--- config.mk ---
export PLATFORM = sky130hd
export DESIGN_NAME = mips32_boot_loader_flat
export DESIGN_NICKNAME = d
export VERILOG_FILES = /design/src/rtl/mips32_boot_loader_if.sv /design/src/rtl/mips32_boot_loader.sv /design/src/flat_wrapper.sv
export SDC_FILE = /design/constraint.sdc
export NUM_CORES = 1
export LEC_CHECK = 0
export ABC_AREA = 1
export BUFFER_PORTS_ARGS = -buffer_cell sky130_fd_sc_hd__buf_2
export CAP_MARGIN = 20
export CELL_PAD_IN_SITES_DETAIL_PLACEMENT = 1
export CELL_PAD_IN_SITES_GLOBAL_PLACEMENT = 2
export CORE_MARGIN = 4
export CORE_UTILIZATION = 35
export CTS_CLUSTER_SIZE = 28
export DETAILED_ROUTE_END_ITERATION = 6
export PLACE_DENSITY_LB_ADDON = 0.15
export SYNTH_ARGS = -nofsm -noshare
export SYNTH_HDL_FRONTEND = slang
export SYNTH_SLANG_ARGS = --single-unit
--- constraint.sdc ---
create_clock -name clk1 -period 1.98 [get_ports clk1]
set_clock_uncertainty 0.05 [all_clocks]
set_input_delay 0.198 -clock clk1 [delete_from_list [all_inputs] [get_ports clk1]]
set_output_delay 0.198 -clock clk1 [all_outputs]
set_load 0.02 [all_outputs]
--- src/rtl/mips32_boot_loader_if.sv ---
// Byte-stream handshake between a program-image source and the boot loader.
interface mips32_boot_loader_if;
  logic [7:0] in_data;
  logic       in_valid;
  logic       in_ready;

  modport master (output in_data, output in_valid, input  in_ready);
  modport slave  (input  in_data, input  in_valid, output in_ready);
endinterface

--- src/rtl/mips32_boot_loader.sv ---
// Loads a framed big-endian program image into instruction memory, verifies its
// XOR checksum and releases the MIPS32 core with a single start pulse.
module mips32_boot_loader #(
  parameter int MEM_AW    = 10,
  parameter int MAX_WORDS = 1024
) (
  input  logic                    clk1,
  input  logic                    rst_n,
  mips32_boot_loader_if.slave     s_in,
  output logic                    mem_we,
  output logic [MEM_AW-1:0]       mem_addr,
  output logic [31:0]             mem_wdata,
  output logic                    cpu_hold,
  output logic                    cpu_start,
  output logic                    done,
  output logic                    err
);

  localparam logic [2:0] S_CNT_HI = 3'd0;
  localparam logic [2:0] S_CNT_LO = 3'd1;
  localparam logic [2:0] S_DATA   = 3'd2;
  localparam logic [2:0] S_CSUM   = 3'd3;
  localparam logic [2:0] S_START  = 3'd4;
  localparam logic [2:0] S_DONE   = 3'd5;
  localparam logic [2:0] S_ERR    = 3'd6;

  logic [2:0]        r_state;
  logic [15:0]       r_cnt;
  logic [7:0]        r_csum;
  logic [MEM_AW:0]   r_idx;
  logic [1:0]        r_bcnt;
  logic [23:0]       r_asm;
  logic              r_mem_we;
  logic [MEM_AW-1:0] r_mem_addr;
  logic [31:0]       r_mem_wdata;

  logic              w_ready;
  logic              w_xfer;
  logic [31:0]       w_cnt_new;
  logic [16:0]       w_idx_nxt;

  assign w_ready = (r_state == S_CNT_HI) || (r_state == S_CNT_LO) ||
                   (r_state == S_DATA)   || (r_state == S_CSUM);
  assign w_xfer  = w_ready && s_in.in_valid;

  // Full count as it will be once CNT_LO is taken, widened for the range check.
  assign w_cnt_new = {16'd0, r_cnt[15:8], s_in.in_data};
  assign w_idx_nxt = {{(16 - MEM_AW){1'b0}}, r_idx} + 17'd1;

  always_ff @(posedge clk1 or negedge rst_n) begin
    if (!rst_n) begin
      r_state     <= S_CNT_HI;
      r_cnt       <= '0;
      r_csum      <= '0;
      r_idx       <= '0;
      r_bcnt      <= '0;
      r_asm       <= '0;
      r_mem_we    <= 1'b0;
      r_mem_addr  <= '0;
      r_mem_wdata <= '0;
    end else begin
      r_mem_we <= 1'b0;
      if (r_state == S_START) r_state <= S_DONE;
      if (w_xfer) begin
        case (r_state)
          S_CNT_HI: begin
            r_cnt[15:8] <= s_in.in_data;
            r_csum      <= r_csum ^ s_in.in_data;
            r_state     <= S_CNT_LO;
          end
          S_CNT_LO: begin
            r_cnt[7:0] <= s_in.in_data;
            r_csum     <= r_csum ^ s_in.in_data;
            if (w_cnt_new == 32'd0 || w_cnt_new > 32'(MAX_WORDS)) r_state <= S_ERR;
            else                                                  r_state <= S_DATA;
          end
          S_DATA: begin
            r_csum <= r_csum ^ s_in.in_data;
            r_bcnt <= r_bcnt + 2'd1;
            r_asm  <= {r_asm[15:0], s_in.in_data};
            if (r_bcnt == 2'd3) begin
              r_mem_we    <= 1'b1;
              r_mem_addr  <= r_idx[MEM_AW-1:0];
              r_mem_wdata <= {r_asm, s_in.in_data};
              r_idx       <= r_idx + 1'b1;
              if (w_idx_nxt == {1'b0, r_cnt}) r_state <= S_CSUM;
            end
          end
          S_CSUM: begin
            r_state <= (s_in.in_data == r_csum) ? S_START : S_ERR;
          end
          default: r_state <= r_state;
        endcase
      end
    end
  end

  assign s_in.in_ready = w_ready;
  assign mem_we        = r_mem_we;
  assign mem_addr      = r_mem_addr;
  assign mem_wdata     = r_mem_wdata;
  // Core is released from the start cycle onward and only on a verified image.
  assign cpu_hold      = !((r_state == S_START) || (r_state == S_DONE));
  assign cpu_start     = (r_state == S_START);
  assign done          = (r_state == S_DONE);
  assign err           = (r_state == S_ERR);

endmodule

--- src/flat_wrapper.sv ---
// flat-port wrapper written by rule: the top's interface ports become plain ports
module mips32_boot_loader_flat 
#(
  parameter int MEM_AW    = 10,
  parameter int MAX_WORDS = 1024
)
  (clk1, rst_n, mem_we, mem_addr, mem_wdata, cpu_hold, cpu_start, done, err, s_in_in_data, s_in_in_valid, s_in_in_ready);
  mips32_boot_loader_if s_in_i ();
  input  logic clk1;
  input  logic rst_n;
  output logic mem_we;
  output logic [MEM_AW-1:0] mem_addr;
  output logic [31:0] mem_wdata;
  output logic cpu_hold;
  output logic cpu_start;
  output logic done;
  output logic err;
  input wire logic [$bits(s_in_i.in_data)-1:0] s_in_in_data;
  input wire logic [$bits(s_in_i.in_valid)-1:0] s_in_in_valid;
  output wire logic [$bits(s_in_i.in_ready)-1:0] s_in_in_ready;
  assign s_in_i.in_data = s_in_in_data;
  assign s_in_i.in_valid = s_in_in_valid;
  assign s_in_in_ready = s_in_i.in_ready;
  mips32_boot_loader #(.MEM_AW(MEM_AW), .MAX_WORDS(MAX_WORDS)) u_core (.clk1(clk1), .rst_n(rst_n), .s_in(s_in_i), .mem_we(mem_we), .mem_addr(mem_addr), .mem_wdata(mem_wdata), .cpu_hold(cpu_hold), .cpu_start(cpu_start), .done(done), .err(err));
endmodule
Word-level counts from Yosys, hierarchy flattened
Index checks and enable logic that the tools add are counted.
{"block": "op_classes", "add_sub_neg": 3, "n_mul": 0, "div_mod_pow": 0, "magnitude_cmp": 1, "eq_ne": 10, "shift": 0, "n_mux": 10, "bitwise_logic": 1, "n_reduce_logical": 15}
{"operator": "logical NOT 32 bit", "n": 1}
{"operator": "equality test 17 x 16 -> 1 bit", "n": 1}
{"operator": "> comparator 16 x 11 -> 1 bit, second input constant", "n": 1}
{"operator": "two-way mux 3 bit", "n": 5}
{"operator": "adder 11 x 1 -> 12 bit, second input constant", "n": 1}
{"operator": "case mux 3 bit (4 select lines)", "n": 1}
{"operator": "adder 11 x 1 -> 11 bit, second input constant", "n": 1}
{"operator": "equality test 3 bit, second input constant", "n": 3}
{"operator": "equality test 8 bit", "n": 1}
{"operator": "AND reduction 2 bit", "n": 4}
{"operator": "bitwise XOR 8 bit", "n": 1}
{"operator": "equality test 3 x 2 -> 1 bit, second input constant", "n": 2}
{"operator": "logical OR 1 bit", "n": 5}
{"operator": "!= test 5 bit, second input constant", "n": 1}
{"operator": "equality test 3 x 1 -> 1 bit, second input constant", "n": 1}
{"operator": "logical NOT 3 bit", "n": 1}
{"operator": "two-way mux 1 bit", "n": 3}
{"operator": "AND reduction 3 bit", "n": 1}
{"operator": "OR reduction 3 bit", "n": 1}
{"operator": "adder 2 x 1 -> 2 bit, second input constant", "n": 1}
{"operator": "equality test 2 bit, second input constant", "n": 1}
{"operator": "two-way mux 2 bit", "n": 1}
{"operator": "logical AND 1 bit", "n": 1}
{"operator": "logical NOT 1 bit", "n": 1}
{"block": "totals", "reg_bits": 107, "latch_bits": 0, "ram_bits": 0, "rom_bits": 0, "inputBits": 11, "out_inout_bits": 48, "wordCells": 50, "mem_count": 0}

Depth between registers and ports, before layout
{"block": "logic_depth", "word_depth": 6, "ltp_mapped": 12, "ltp_nobuf": 12}

Worst setup path before layout
OpenSTA, ideal clock, no wires.
{"block": "synth_timing", "path_kind": "register -> register", "startpoint": "register u_core.r_state[2]", "endpoint": "register u_core.r_csum[0]", "t_arrival_ns": 1.358, "setup_slack_ns": 0.448, "stages_incl_launch_ff": 5, "n_path_buf": 0, "path_cell_list": "dfrtp_1 nor2_1 inv_2 a21oi_2 mux2_2"}
{"block": "synth_via", "elab_chain_cells": 6, "elab_cells_between_ends": 10, "cone_classes": "eq/ne (3); reduce/logical (7)"}
{"element": "start, declared", "line_no": "mips32_boot_loader.sv:27", "text": "logic [2:0] r_state;"}
{"element": "start signal, assigned", "line_no": "mips32_boot_loader.sv:90", "text": "r_state <= (s_in.in_data == r_csum) ? S_START : S_ERR;"}
{"element": "start signal, assigned", "line_no": "mips32_boot_loader.sv:92", "text": "default: r_state <= r_state;"}
{"element": "equality test 3 x 1 -> 1 bit / logical NOT 3 bit (equally long branches)", "line_no": "mips32_boot_loader.sv:42, mips32_boot_loader.sv:65"}
{"element": "logical OR 1 bit (2 in a row)", "line_no": "mips32_boot_loader.sv:42", "text": "assign w_ready = (r_state == S_CNT_HI) || (r_state == S_CNT_LO) ||"}
{"element": "logical OR 1 bit", "line_no": "mips32_boot_loader.sv:43", "text": "(r_state == S_DATA) || (r_state == S_CSUM);"}
{"element": "logical AND 1 bit", "line_no": "mips32_boot_loader.sv:44", "text": "assign w_xfer = w_ready && s_in.in_valid;"}
{"element": "AND reduction 2 bit (no line) (*)"}
{"element": "end signal, assigned", "line_no": "mips32_boot_loader.sv:68", "text": "r_csum <= r_csum ^ s_in.in_data;"}
{"element": "end signal, assigned", "line_no": "mips32_boot_loader.sv:73", "text": "r_csum <= r_csum ^ s_in.in_data;"}
{"element": "end signal, assigned", "line_no": "mips32_boot_loader.sv:78", "text": "r_csum <= r_csum ^ s_in.in_data;"}
{"element": "end, declared", "line_no": "mips32_boot_loader.sv:29", "text": "logic [7:0] r_csum;"}
Every way passes the cells marked *; elsewhere a longest branch is shown, timed or not.
A chain may end at the register's enable or synchronous reset.

Worst setup path after layout
{"block": "layout_timing", "startpoint": "register u_core.r_idx[1]", "endpoint": "register u_core.r_state[0]"}
{"block": "layout_via", "elab_chain_cells": 6}
{"element": "start, declared", "line_no": "mips32_boot_loader.sv:30", "text": "logic [MEM_AW:0] r_idx;"}
{"element": "start signal, assigned", "line_no": "mips32_boot_loader.sv:85", "text": "r_idx <= r_idx + 1'b1;"}
{"element": "adder 11 x 1 -> 12 bit", "line_no": "mips32_boot_loader.sv:48", "text": "assign w_idx_nxt = {{(16 - MEM_AW){1'b0}}, r_idx} + 17'd1;"}
{"element": "equality test 17 x 16 -> 1 bit", "line_no": "mips32_boot_loader.sv:86", "text": "if (w_idx_nxt == {1'b0, r_cnt}) r_state <= S_CSUM;"}
{"element": "two-way mux 3 bit", "line_no": "mips32_boot_loader.sv:86"}
{"element": "two-way mux 3 bit", "line_no": "mips32_boot_loader.sv:81", "text": "if (r_bcnt == 2'd3) begin"}
{"element": "case mux 3 bit (4 select lines)", "line_no": "mips32_boot_loader.sv:65", "text": "case (r_state)"}
{"element": "two-way mux 3 bit", "line_no": "mips32_boot_loader.sv:64", "text": "if (w_xfer) begin"}
Every way passes these cells.

==> results.md <==
* Register area at 2680 um^2
* Post-CTS setup buffer count at 0
* Antenna violation net count after detailed routing at 0
* Share of cells above drive strength 1 at 0.181
* HPWL Detailed at 8450 um
* YS warnings at 0
* Worst slack, placed at 172 ps
* Drt drc at 0
* Pin count of the biggest net entering global routing at 58
* Crit. End Element: register
* Via/cell ratio at 4.71
* Die height at 124 um
* Num ports at 59
* Distinct cell type count of the synthesized netlist at 31
* Post-Syn Instances at 533
* Vias in the first global route at 3,716
* RSZ-0062 raised after global routing: no
* WP data required at 2220 ps
* Initial antenna violation count at 0
* Area Growth Syn to Fin at 17.7%
* Syn_nets at 546
* Iteration-0 DRC Markers at 131
* Hold crit path type: in -> reg
* Initial Util at 0.355
* Max Root-Sink Buffers at 2
* Worst-Margin Slew at 518 ps
* Slew HR at 0.652
* Final worst slack at 253 ps
* PD cells at 1160 nW/um^2
* Highest clock rate at 579 MHz
* Routed len/inst at 14.8 um
* Drt first pass iters at 4
* Final setup violating endpoints at 0
* Clk Latency, worst-skew pair at 350 ps
* Worst VDD drop at 0.524 mV
* Die X at 124 um
* First-pass GRT wire length at 19,000 um
* Seq cells post-synth at 107
* Critical path peak fanout at 5
* Htree depth at 3
* N_diodes at 0
* Syn Std Cell Area at 4680 um^2
* Vias post-DR at 3,668
* WL final at 11,500 um
* Final period utilization at 0.872
* # rows at 42
* Die Footprint at 15,300 um^2
* CP Class: reg -> reg
* P_leak at 0.00283 uW
* IO buf count at 58
* Area of the multi-input gates at 1670 um^2
* Avg Cell Area, Syn at 8.79 um^2
* Clock Sinks at 107
* Status: complete, no violations
* Global Route Usage Sum at 0.162
* Clock slew at reported path FFs at 70 ps
* Root Driver: clkbuf_16
* Register area share after synthesis at 0.572
* # fillers at 1,585
* Core footprint at 13,200 um^2
* Num CTS Buffers at 9
* Final hold violation count at 0
* CTS tree: yes
* Nets at 610
* Final worst path period need at 1730 ps
* Fin Setup TNS at 0 ps
* GRT Residual Overflow at 0
* Worst Path Arrival at 1960 ps
* Final Core Density at 0.418
* Startpoint type of the worst setup path: register
* Final Max Slew Viols at 0
* Max-cap check violation count at 0
* Placer Congestion at 0.741
## cell families (layout without fill, tap and decap cells)
| group | after synthesis | after routing | share of synthesized area |
|---|---|---|---|
| simple gates | 234 | 234 | 0.207 |
| flops | 107 | 107 | 0.572 |
| compound gates | 90 | 90 | 0.103 |
| buf+inv | 81 | 150 | 0.0732 |
| xor+xnor | 11 | 11 | 0.0206 |
| mux | 8 | 8 | 0.0192 |
| fa+ha+maj | 2 | 2 | 0.00534 |
## state kept, by name (all words and copies together) (netlist names)
register / count
u_core.r_asm: 24
u_core.mem_we: 1
u_core.mem_wdata: 32
u_core.r_csum: 8
u_core.r_idx: 11
u_core.r_state: 3
u_core.mem_addr: 10
u_core.r_cnt: 16
u_core.r_bcnt: 2
## synthesized netlist by cell type
library cell,number,area (um^2)
a211oi_1,1,7.51
a21oi_1,2,10.0
a21oi_2,1,8.76
buf_2,10,50.1
buf_6,3,33.8
clkbuf_1,3,11.3
clkbuf_2,1,5.00
dfrtp_1,107,2680
ha_1,2,25.0
inv_1,60,225
inv_2,3,11.3
inv_4,1,6.26
mux2_2,8,90.1
nand2_1,170,638
nand2_2,1,6.26
nand3_1,22,110
nand3b_1,1,7.51
nand4_1,5,31.3
nor2_1,26,97.6
nor2_2,2,12.5
nor2_4,2,22.5
nor2_8,1,20.0
nor3_1,2,10.0
nor4_1,2,12.5
o211ai_1,1,7.51
o21a_1,1,7.51
o21ai_0,66,330
o21ai_1,12,60.1
o21ai_2,6,52.6
xnor2_1,1,8.76
xor2_1,10,87.6
## power breakdown
group	switching, uW	total [uW]	leakage (uW)	internal (uW)
combinational	935	1510	0.00141	570
sequential	385	3160	0.00129	2780
clock	832	1730	0.000131	901
total	2150	6400	0.00283	4250
## final timing paths
path	start	end	slack [ps]	depth (start not counted)
setup / recovery	u_core.r_idx[1]	u_core.r_state[0]	250	11
hold / removal	s_in_in_data[5]	u_core.r_asm[5]	70	3
setup reg to reg	u_core.r_idx[1]	u_core.r_state[0]	250	11
hold reg to reg	u_core.mem_wdata[24]	u_core.mem_wdata[24]	420	2
max in group asynchronous	rst_n	u_core.r_idx[8]	880	3
min in group asynchronous	rst_n	u_core.r_asm[22]	290	2
## final cells by class
class,instances,area share
Clock buffer,12,0.0447
Clock inverter,4,0.00636
Inverter,64,0.0440
Multi-Input combinational cell,345,0.302
Sequential cell,107,0.486
Tap cell,176,0.0400
Timing Repair Buffer,70,0.0767
## cells in the final DEF, fill, tap and decap left out, types with 2 or more instances in the layout
master        n
a21oi_1       2
buf_12        3
buf_2        57
buf_4         9
clkbuf_1      2
clkbuf_16     9
clkinvlp_4    2
dfrtp_1     107
ha_1          2
inv_1        60
inv_2         3
mux2_2        8
nand2_1     170
nand3_1      22
nand4_1       5
nor2_1       25
nor2_2        3
nor2_4        2
nor3_1        2
nor4_1        2
o21ai_0      66
o21ai_1      12
o21ai_2       6
xor2_1       10
## stage by stage
stage	cells	hold slack (ps)	cell area, um^2	total power [uW]
6_report	778	67.4	5510	6400
5_1_grt	778	78.9	5510	6860
4_1_cts	778	61.2	5510	6510
3_5_place_dp	761	133	5220	4750
3_3_place_gp	761	138	5220	4670
2_1_floorplan	533	-148	4680	4180
## critical path, stage by stage, from the launching register on
cell and delay, ps:
dfrtp_1 400, ha_1 250, nand3_1 150, nor2_2 210
nand2_1 80, nand2_1 80, nand2_1 80, nand2_1 60
nand2_1 40, nor2_1 110, nand3_1 90, nand2_1 60
## repair_timing
item	in CTS	in global routing
resized for setup	0	1
setup endpoints to repair	0	1
hold buffers	1	0
hold endpoints to repair	30	0
## per-layer routing
metal | track usage | vias up | wire [um]
li1 | - | 1810 | -
met5 | 0 | - | 0
met1 | 0.228 | 1805 | 5810
met2 | 0.253 | 43 | 5250
met3 | 0.0254 | 10 | 283
met4 | 0.0609 | 0 | 185
(Power assumes the default switching activity.)
